`src/rtl/game2048_pkg.sv`:
```
// Shared state, direction and LFSR definitions for the 2048 game engine.
package game2048_pkg;

  typedef enum logic [2:0] {
    S_I     = 3'd0,
    S_WAIT  = 3'd1,
    S_MOVE  = 3'd2,
    S_SPAWN = 3'd3,
    S_CHECK = 3'd4,
    S_WIN   = 3'd5,
    S_LOSE  = 3'd6
  } state_t;

  localparam logic [1:0] DIR_UP    = 2'd0;
  localparam logic [1:0] DIR_DOWN  = 2'd1;
  localparam logic [1:0] DIR_LEFT  = 2'd2;
  localparam logic [1:0] DIR_RIGHT = 2'd3;

  // Taps 16,14,13,11 of a left-shifting Fibonacci LFSR (bits 15,13,12,10).
  localparam logic [15:0] LFSR_TAPS = 16'hB400;

endpackage

```
`src/rtl/game2048_line_merge.sv`:
```
// Combinational slide-and-merge of one board line toward element 0,
// with at most one merge per cell and the resulting score increment.
module game2048_line_merge #(
  parameter int N  = 4,
  parameter int EW = 4,
  localparam int IW = (1 << EW) + $clog2(N)
) (
  input  logic [N*EW-1:0] line_in,
  output logic [N*EW-1:0] line_out,
  output logic            changed,
  output logic [IW-1:0]   inc
);

  logic [EW-1:0] compact [N+1];
  logic [EW-1:0] merged  [N];

  always_comb begin
    int  k;
    logic skip;
    for (int i = 0; i <= N; i++) compact[i] = '0;
    for (int i = 0; i < N; i++) merged[i] = '0;
    inc  = '0;
    line_out = '0;
    k = 0;
    for (int i = 0; i < N; i++) begin
      if (line_in[i*EW +: EW] != '0) begin
        compact[k] = line_in[i*EW +: EW];
        k = k + 1;
      end
    end
    // compact[N] stays zero so the last real cell never finds a partner
    k = 0;
    skip = 1'b0;
    for (int i = 0; i < N; i++) begin
      if (skip) begin
        skip = 1'b0;
      end else if (compact[i] != '0 && compact[i] == compact[i+1]) begin
        merged[k] = compact[i] + EW'(1);
        inc = inc + (IW'(1) << ({1'b0, compact[i]} + (EW+1)'(1)));
        skip = 1'b1;
        k = k + 1;
      end else begin
        merged[k] = compact[i];
        k = k + 1;
      end
    end
    for (int i = 0; i < N; i++) line_out[i*EW +: EW] = merged[i];
    changed = (line_out != line_in);
  end

endmodule

```
`src/rtl/game2048_engine.sv`:
```
// N x N 2048 engine: one line per cycle moves, LFSR tile spawn,
// win/lose detection and a combinational tile read port.
module game2048_engine
  import game2048_pkg::*;
#(
  parameter int          N         = 4,
  parameter int          EW        = 4,
  parameter int          WIN_EXP   = 11,
  parameter int          SCORE_W   = 20,
  parameter logic [15:0] LFSR_SEED = 16'hACE1,
  localparam int         AW        = $clog2(N)
) (
  input  logic               Clk,
  input  logic               Reset,
  input  logic               up,
  input  logic               down,
  input  logic               left,
  input  logic               right,
  input  logic               wr_en,
  input  logic [AW-1:0]      wr_row,
  input  logic [AW-1:0]      wr_col,
  input  logic [EW-1:0]      wr_tile,
  input  logic [AW-1:0]      rd_row,
  input  logic [AW-1:0]      rd_col,
  output logic [EW-1:0]      rd_tile,
  output logic               q_I,
  output logic               q_Wait,
  output logic               q_Move,
  output logic               q_Spawn,
  output logic               q_Check,
  output logic               q_Win,
  output logic               q_Lose,
  output logic [SCORE_W-1:0] score,
  output logic [15:0]        moves
);

  localparam int CELLS = N * N;
  localparam int CW    = $clog2(CELLS);
  localparam int IW    = (1 << EW) + $clog2(N);
  localparam int SW    = ((IW > SCORE_W) ? IW : SCORE_W) + 1;

  state_t          state;
  logic [EW-1:0]   board [N][N];
  logic [15:0]     lfsr;
  logic            armed, moved, spawn_first;
  logic [1:0]      dir;
  logic [AW-1:0]   line;
  logic [CW-1:0]   idx, cur;
  logic [AW-1:0]   cur_row, cur_col;
  logic [N*EW-1:0] line_in, line_out;
  logic            line_changed;
  logic [IW-1:0]   line_inc;
  logic [SW-1:0]   score_sum;
  logic            any_win, any_empty, any_pair, key;

  game2048_line_merge #(.N(N), .EW(EW)) u_line_merge (
    .line_in  (line_in),
    .line_out (line_out),
    .changed  (line_changed),
    .inc      (line_inc)
  );

  assign key       = up | down | left | right;
  assign score_sum = SW'(score) + SW'(line_inc);
  assign cur       = spawn_first ? CW'(lfsr % 16'(CELLS)) : idx;
  assign cur_row   = AW'(cur / CW'(N));
  assign cur_col   = AW'(cur % CW'(N));

  always_comb begin
    line_in = '0;
    for (int j = 0; j < N; j++) begin
      case (dir)
        DIR_LEFT:  line_in[j*EW +: EW] = board[line][j];
        DIR_RIGHT: line_in[j*EW +: EW] = board[line][N-1-j];
        DIR_UP:    line_in[j*EW +: EW] = board[j][line];
        default:   line_in[j*EW +: EW] = board[N-1-j][line];
      endcase
    end
  end

  always_comb begin
    any_win = 1'b0;
    any_empty = 1'b0;
    any_pair = 1'b0;
    for (int r = 0; r < N; r++)
      for (int c = 0; c < N; c++) begin
        if (board[r][c] >= EW'(WIN_EXP)) any_win = 1'b1;
        if (board[r][c] == '0) any_empty = 1'b1;
      end
    for (int r = 0; r < N; r++)
      for (int c = 0; c < N-1; c++)
        if (board[r][c] == board[r][c+1]) any_pair = 1'b1;
    for (int r = 0; r < N-1; r++)
      for (int c = 0; c < N; c++)
        if (board[r][c] == board[r+1][c]) any_pair = 1'b1;
  end

  always_comb begin
    rd_tile = '0;
    if (int'(rd_row) < N && int'(rd_col) < N) rd_tile = board[rd_row][rd_col];
  end

  assign q_I     = (state == S_I);
  assign q_Wait  = (state == S_WAIT);
  assign q_Move  = (state == S_MOVE);
  assign q_Spawn = (state == S_SPAWN);
  assign q_Check = (state == S_CHECK);
  assign q_Win   = (state == S_WIN);
  assign q_Lose  = (state == S_LOSE);

  always_ff @(posedge Clk) begin
    if (Reset) begin
      state <= S_I;
      for (int r = 0; r < N; r++)
        for (int c = 0; c < N; c++) board[r][c] <= '0;
      score       <= '0;
      moves       <= '0;
      lfsr        <= LFSR_SEED;
      armed       <= 1'b0;
      dir         <= DIR_UP;
      line        <= '0;
      moved       <= 1'b0;
      idx         <= '0;
      spawn_first <= 1'b1;
    end else begin
      lfsr <= {lfsr[14:0], ^(lfsr & LFSR_TAPS)};
      case (state)
        S_I: begin
          for (int r = 0; r < N; r++)
            for (int c = 0; c < N; c++) board[r][c] <= '0;
          spawn_first <= 1'b1;
          state       <= S_SPAWN;
        end
        S_WAIT: begin
          if (!key) armed <= 1'b1;
          if (armed && key) begin
            dir   <= up ? DIR_UP : down ? DIR_DOWN : left ? DIR_LEFT : DIR_RIGHT;
            armed <= 1'b0;
            line  <= '0;
            moved <= 1'b0;
            state <= S_MOVE;
          end else if (wr_en && int'(wr_row) < N && int'(wr_col) < N) begin
            board[wr_row][wr_col] <= wr_tile;
          end
        end
        S_MOVE: begin
          for (int j = 0; j < N; j++) begin
            case (dir)
              DIR_LEFT:  board[line][j]     <= line_out[j*EW +: EW];
              DIR_RIGHT: board[line][N-1-j] <= line_out[j*EW +: EW];
              DIR_UP:    board[j][line]     <= line_out[j*EW +: EW];
              default:   board[N-1-j][line] <= line_out[j*EW +: EW];
            endcase
          end
          score <= (|score_sum[SW-1:SCORE_W]) ? '1 : score_sum[SCORE_W-1:0];
          moved <= moved | line_changed;
          if (line == AW'(N-1)) begin
            if (moved | line_changed) begin
              moves       <= moves + 16'd1;
              spawn_first <= 1'b1;
              state       <= S_SPAWN;
            end else begin
              state <= S_WAIT;
            end
          end else begin
            line <= line + AW'(1);
          end
        end
        S_SPAWN: begin
          spawn_first <= 1'b0;
          if (board[cur_row][cur_col] == '0) begin
            board[cur_row][cur_col] <= (lfsr[2:0] == 3'd0) ? EW'(2) : EW'(1);
            state <= S_CHECK;
          end else begin
            idx <= (cur == CW'(CELLS-1)) ? '0 : cur + CW'(1);
          end
        end
        S_CHECK: begin
          if (any_win)                      state <= S_WIN;
          else if (!any_empty && !any_pair) state <= S_LOSE;
          else                              state <= S_WAIT;
        end
        default: ;
      endcase
    end
  end

endmodule

```
`config.mk`:
```
export PLATFORM = sky130hd
export DESIGN_NAME = game2048_engine
export DESIGN_NICKNAME = d
export VERILOG_FILES = /design/src/rtl/game2048_pkg.sv /design/src/rtl/game2048_line_merge.sv /design/src/rtl/game2048_engine.sv
export SDC_FILE = /design/constraint.sdc
export NUM_CORES = 1
export LEC_CHECK = 0
export CAP_MARGIN = 10
export CORE_MARGIN = 5
export CORE_UTILIZATION = 40
export CTS_BUF_LIST = sky130_fd_sc_hd__clkbuf_8
export DETAILED_ROUTE_END_ITERATION = 10
export PLACE_DENSITY = 0.68
export RECOVER_POWER = 100
export SYNTH_ARGS = -nofsm -noshare
export SYNTH_HDL_FRONTEND = slang
export SYNTH_SLANG_ARGS = --single-unit
export TNS_END_PERCENT = 1
```
`constraint.sdc`:
```
create_clock -name Clk -period 11.6 [get_ports Clk]
set_input_delay 3.48 -clock Clk [delete_from_list [all_inputs] [get_ports Clk]]
set_output_delay 3.48 -clock Clk [all_outputs]
set_load 0.005 [all_outputs]
```
### Word level (Yosys, flattened, before mapping)

Memories as Yosys holds them, arrays and structs flattened. A register that Yosys moved wholly into a read port is not among the register bits.
Index checks and enable logic that the tools add are counted.

| cells by class | value |
|---|---|
| add/sub/neg operators | 18 |
| magnitude comparators | 33 |
| equality and inequality tests | 45 |
| shift operators | 4 |
| multiplexer cells | 342 |
| bitwise gates (word level) | 162 |
| reduce and logical (&&, ||, !) cells | 60 |

Operator list:

| operator | number |
|---|---|
| $mux W16 | 14 |
| $mux W1 | 222 |
| $mux W4 | 44 |
| $lt A32 B1 Y1 const B | 5 |
| $or A1 B1 Y1 | 152 |
| $not A32 Y32 | 4 |
| $mux W18 | 7 |
| $eq A4 B4 Y1 | 28 |
| $ge A32 B4 Y1 const B | 3 |
| $mux W32 | 3 |
| $mux W20 | 4 |
| $shl A1 B5 Y18 const A | 4 |
| $logic_not A4 Y1 | 17 |
| $add A32 B2 Y32 const B | 2 |
| $bwmux W16 | 4 |
| $ge A32 B3 Y1 const B | 2 |
| $ge A4 B4 Y1 const B | 16 |
| $bwmux W20 | 3 |
| $add A18 B18 Y18 | 3 |
| $bmux W4 S2 | 6 |
| $pmux W4 S3 | 4 |
| $reduce_or A16 Y1 | 3 |
| $demux W4 S2 | 5 |
| $demux W4 S3 | 3 |
| 39 further kinds | 106 |

| word-level totals | value |
|---|---|
| flip-flop bits (word level) | 66 |
| bits in writable memories | 64 |
| bits of input ports | 19 |
| word-level logic and storage cells | 675 |
| memories | 1 |

Memory list:

| name | depth | width | rd ports | clocked after Yosys merged registers in | wr ports | RTL line | text |
|---|---|---|---|---|---|---|---|
| board | 4 | 16 | 7 | 1 | 4 | game2048_engine.sv:43 | `logic [EW-1:0] board [N][N];` |

### Longest topological paths before layout

Gate-level depths: netlist of run 1.

| depth | value |
|---|---|
| word-level depth | 38 |
| mapped depth | 64 |

### Hierarchy

From an unflattened synthesis of run 1, not the netlist that was laid out.

| unflattened totals | value |
|---|---|
| cell total of the unflattened synthesis | 1900 |
| area, all modules | 16480.8 sq um |

By module, submodules not included:

| module | instances | cells an instance | area an instance (sq um) |
|---|---|---|---|
| game2048_engine | 1 | 1131 | 10945.5 |
| game2048_line_merge | 1 | 769 | 5535.3 |

### Worst setup path before layout of run 1

Ideal clock, no wire load.

| timing | value |
|---|---|
| path type | reg-to-reg |
| start | register line[0] |
| end | register score[10] |
| library setup time | 0.137 ns |
| arrival | 11.264 ns |
| setup slack | 0.198 ns |
| stages on the path, launching flop included | 59 |
| buffers on the path | 6 |
| period minus slack after synthesis | 11.402 ns |
| cell sequence | dfxtp_1 -> buf_6 -> mux4_2 -> a21o_1 -> or3b_1 -> a21o_1 -> buf_6 -> inv_2 -> fa_1 -> clkbuf_1 -> nand2_1 -> nor3_1 -> a31oi_2 -> inv_1 -> ha_1 -> a21oi_1 -> o21ai_0 -> mux2i_1 -> (+23 left out) -> xnor2_1 -> o22ai_1 -> nand2_1 -> ha_1 -> nand3_1 -> nor2b_1 -> a2111oi_2 -> a21oi_1 -> xor2_1 -> mux2_2 -> ha_1 -> nand3_1 -> o2111ai_1 -> nor2_1 -> o21a_1 -> clkbuf_1 -> clkbuf_1 -> a211oi_1 |

| on the way | value |
|---|---|
| cells in the longest elaborated chain, start to end | 32 |
| elaborated cells between the ends (all ways) | 88 |
| those cells by class | add/sub: 10; order compare: 6; eq/ne: 4; shift: 4; mux: 45; bitwise: 4; reduce/logical: 15 |

Ends and longest elaborated chain:

| what | RTL line | text |
|---|---|---|
| start, declared | game2048_engine.sv:47 | `logic [AW-1:0] line;` |
| start signal, assigned | game2048_engine.sv:166 | `line <= line + AW'(1);` |
| $not A2 Y3 (implied by the code) (*) | game2048_engine.sv:75, game2048_engine.sv:76 |  |
| $bmux W4 S2 | game2048_engine.sv:75, game2048_engine.sv:76 |  |
| $mux W4 (implied by the code) (2 in series) | game2048_engine.sv:75, game2048_engine.sv:76 |  |
| $pmux W4 S3 | game2048_engine.sv:72 | `case (dir)` |
| $reduce_bool A4 Y1 | game2048_line_merge.sv:26 | `if (line_in[i*EW +: EW] != '0) begin` |
| $mux W1 | game2048_line_merge.sv:26 |  |
| $add A1 B1 Y2 / $not A1 Y32 (equally long branches) | game2048_line_merge.sv:28, game2048_line_merge.sv:27 |  |
| $mux W32 (tied with other cells) | game2048_line_merge.sv:26 |  |
| (+15 left out) | -- |  |
| $add A18 B18 Y18 | game2048_line_merge.sv:39 | `inc = inc + (IW'(1) << ({1'b0, compact[i]} + (EW+1)'(1)));` |
| $mux W18 | game2048_line_merge.sv:37 | `end else if (compact[i] != '0 && compact[i] == compact[i+1]) begin` |
| $mux W18 | game2048_line_merge.sv:35 | `if (skip) begin` |
| $add A18 B18 Y18 | game2048_line_merge.sv:39 |  |
| $mux W18 | game2048_line_merge.sv:37 |  |
| $mux W18 (*) | game2048_line_merge.sv:35 |  |
| $add A20 B18 Y21 (*) | game2048_engine.sv:64 | `assign score_sum = SW'(score) + SW'(line_inc);` |
| $mux W20 (*) | game2048_engine.sv:155 | `score <= (\|score_sum[SW-1:SCORE_W]) ? '1 : score_sum[SCORE_W-1:0];` |
| end signal, assigned | game2048_engine.sv:155 |  |
| end, declared | game2048_engine.sv:33 | `output logic [SCORE_W-1:0] score,` |

Every way passes the cells marked *; elsewhere a longest branch is shown, timed or not. The select of a mux whose other input is x is not followed.
A chain may end at the register's enable or synchronous reset.

==> run_results.csv, run 1 <==
group,metric,value,unit
outcome,status,"complete, no violations",
floorplanning,start_util,40.6,%
synthesis,synth.cell_area,16600,µm²
sta,period_minus_slack,11010,ps
worst_setup_path,critPathMaxFanout,9,
floorplanning,die-area,45800,µm²
synthesis,synthArstFlopShare,0,%
sta,fin_skew,22.6,ps
floorplanning,coreArea,41000,µm²
sta,maxSlewViolCount,0,
cells_and_area,register_area,3300,µm²
worst_setup_path,cp.required,11900,ps
detailed_routing,dr_total_vias,17400,
clocking,htree_levels,4,
worst_setup_path,cp_slowest_cell,"fa_2",
synthesis,synth_edf_count,64,
floorplanning,pin_count,66,
synthesis,syn_nets,2238,
clocking,postCtsHoldBufs,0,
grt,grt_first_pass_wirelength,94100,µm
clocking,insertion_delay,460,ps
cells_and_area,syn_to_final_growth,14.1,%
detailed_routing,dr.first_iter.drc_count,2104,
placement,port_buffers,65,
clocking,root_buffer,"clkbuf_8",
sta,whs,405,ps
grt,grt_max_degree,83,
detailed_routing,drt_pass1_iterations,6,
worst_setup_path,cp_common_cell,"ha_1",
cells_and_area,nFillCells,4016,
grt,antenna_found_initial,0,
detailed_routing,drcViolationCount,0,
cells_and_area,multi_input_area,12500,µm²
synthesis,synth_cell_type_count,95,
floorplanning,dieWidth,214,µm
synthesis,synth_top_area_share,11.6,%
synthesis,synth_seq_cells,132,
clocking,clock-sinks,132,
detailed_routing,wire_per_inst,22.5,µm
synthesis,synthFlopType,"dfxtp_1",
grt,grt_pass1_vias,16500,
cells_and_area,antenna_cells,0,
floorplanning,placementRows,74,
worst_setup_path,crit_path_end_kind,"flip-flop",
synthesis,netlist_instances,2109,
sta,period_share,94.9,%
sta,worst_pin_slew,1160,ps
worst_setup_path,critPathLaunchType,"flip-flop",
sta,final_hold_viol_count,0,
grt,grt_usage,25.1,%
placement,gp_congestion,1.06,
job,max_cap_viol_count,0,
clocking,ctsLongestPathBuffers,2,
floorplanning,die_h,214,µm
synthesis,syn_avg_cell_area,7.89,µm²
detailed_routing,ant_nets,0,
worst_setup_path,critPathArrivalTime,11310,ps
detailed_routing,wl,61400,µm
clocking,tritoncts,"built",
worst_setup_path,worstSetupPathType,"flip-flop to flip-flop",
sta,max_freq,0.0908,GHz
detailed_routing,via_per_inst,6.36,
synthesis,synth_area_leaders,"edfxtp_1 12%, dfxtp_1 8.2%, ha_1 7.9%",
clocking,path_clk_slew,90,ps
cells_and_area,fin_nets,2314,
hold_path,hold_path_class,"flip-flop to flip-flop",
grt,grt-ovfl-total,0,
worst_setup_path,cpPeakStageDelay,500,ps
cells_and_area,final_layout_size_suffix_gt1_share,13.9,%
sta,slew_headroom,22.7,%
synthesis,yosysSeqAreaShare,19.7,%
synthesis,ys_warn_count,0,
clocking,cts_buffers,17,
sta,setup_violations,0,
synthesis,netlist.top_cell.by_area,"edfxtp_1",
placement,post-dp-hpwl,46800,µm
-- final cells by class --
type	instances	share of cell area, %
Multi-Input combinational cell	1725	65.9
Timing Repair Buffer	210	9.37
Sequential cell	132	17.4
Tap cell	532	3.50
Inverter	99	1.96
Clock inverter	15	0.672
Clock buffer	17	1.23
-- sequential cells by signal, summed over array words and instances, names as in the netlist, named ones only --
name	count
moves	16
line	2
idx	4
state	3
lfsr	16
dir	2
moved	1
board	64
spawn_first	1
score	20
armed	1
-- placed cells by master (no fill, tap or decap), types with 73 or more instances in the layout --
| cell | Yosys | routed |
|---|---|---|
| inv_1 | 96 | 97 |
| xnor2_1 | 92 | 92 |
| nand2_1 | 161 | 160 |
| a21oi_1 | 134 | 128 |
| o22ai_1 | 74 | 73 |
| xor2_1 | 87 | 87 |
| nor2_1 | 188 | 186 |
| mux2i_1 | 80 | 74 |
| buf_4 | 2 | 140 |
| o21ai_0 | 92 | 86 |
| ha_1 | 105 | 105 |
-- cells in the mapped netlist (9+ instances only) --
cell type	number
o21bai_1	14
a21o_1	27
o211ai_1	12
nand2b_1	17
o21a_1	15
dfxtp_1	68
clkbuf_1	108
nand3_1	45
mux2_2	25
mux2i_1	80
or4_1	9
edfxtp_1	64
nor2b_1	37
or3_1	15
nand2_1	161
nor3_1	36
nor4_1	50
a21boi_0	9
buf_2	24
o31ai_1	14
nor2_1	188
xnor2_1	92
a21oi_1	134
mux4_2	29
ha_1	105
o21ai_0	92
o22ai_1	74
a211oi_1	38
a311oi_1	9
and2_1	65
o221ai_1	25
inv_1	96
buf_1	12
xor2_1	87
or2_2	12
nand4_1	31
and3_1	27
-- per-stage QoR --
step | area, µm² | cells | setup slack (ps) | TNS [ps] | util [%]
global placement | 18300 | 2681 | 109 | 0 | 44.6
CTS | 18700 | 2713 | 39.6 | 0 | 45.5
global route | 19000 | 2730 | -52.1 | -253 | 46.3
finish | 19000 | 2730 | 592 | 0 | 46.3
detailed placement | 18300 | 2681 | -124 | -1790 | 44.6
floorplan | 16600 | 2109 | 198 | 0 | -
-- final timing paths --
kind,slack (ps),cells past startpoint,to,start
worst max-delay path,590,51,score[19],flip-flop
worst min-delay path,400,1,lfsr[15],lfsr[14]
worst max register to register,590,51,score[19],flip-flop
worst min register to register,400,1,lfsr[15],lfsr[14]
-- logic make-up after synthesis --
| kind of cell | Yosys count | synth area share (%) |
|---|---|---|
| simple gates | 719 | 21.7 |
| compound gates | 572 | 23.1 |
| buf+inv | 253 | 6.22 |
| xor+xnor | 181 | 9.66 |
| mux | 142 | 11.1 |
| flops | 132 | 19.7 |
| fa+ha+maj | 110 | 8.50 |
-- repair_timing --
item                       CTS  global route
gates cloned                 0             3
buffers inserted             0            13
hold endpoints to repair     0             0
pin swaps                    0            12
setup endpoints to repair   18            20
resized for setup            2            56
-- layer usage --
metal | share of wire (%) | global-route usage [%]
met4 | 4.5 | 9.90
met5 | 0 | 0
met2 | 43 | 39.4
met3 | 9.6 | 3.88
met1 | 43 | 34.8
-- critical path: cells and delay by family, from the launching register on --
family                   cells  cell delay [ps]
AND/OR/NAND/NOR             13             2350
flip-flops                   1              420
XOR/XNOR                     2              230
adder cells (fa/ha/maj)      7             2450
AO/OA/AOI/OAI               20             3720
multiplexers                 3              850
buffers and inverters        6              800
Power of run 1 is left out: the tool's default activity adds up to more than one toggle a clock period on the data nets, which glitch-free logic cannot reach.
==> run 2, diff against run 1 <==
--- a/config.mk
+++ b/config.mk
@@ -9,6 +9,7 @@
 export CORE_MARGIN = 5
 export CORE_UTILIZATION = 40
 export CTS_BUF_LIST = sky130_fd_sc_hd__clkbuf_8
+export CTS_CLUSTER_SIZE = 8
 export DETAILED_ROUTE_END_ITERATION = 10
 export PLACE_DENSITY = 0.68
 export RECOVER_POWER = 100
==> results of run 2 <==
The final DEF is identical to that of run 1; final timing and power are the same.
Power of run 2 is left out for the same reason.
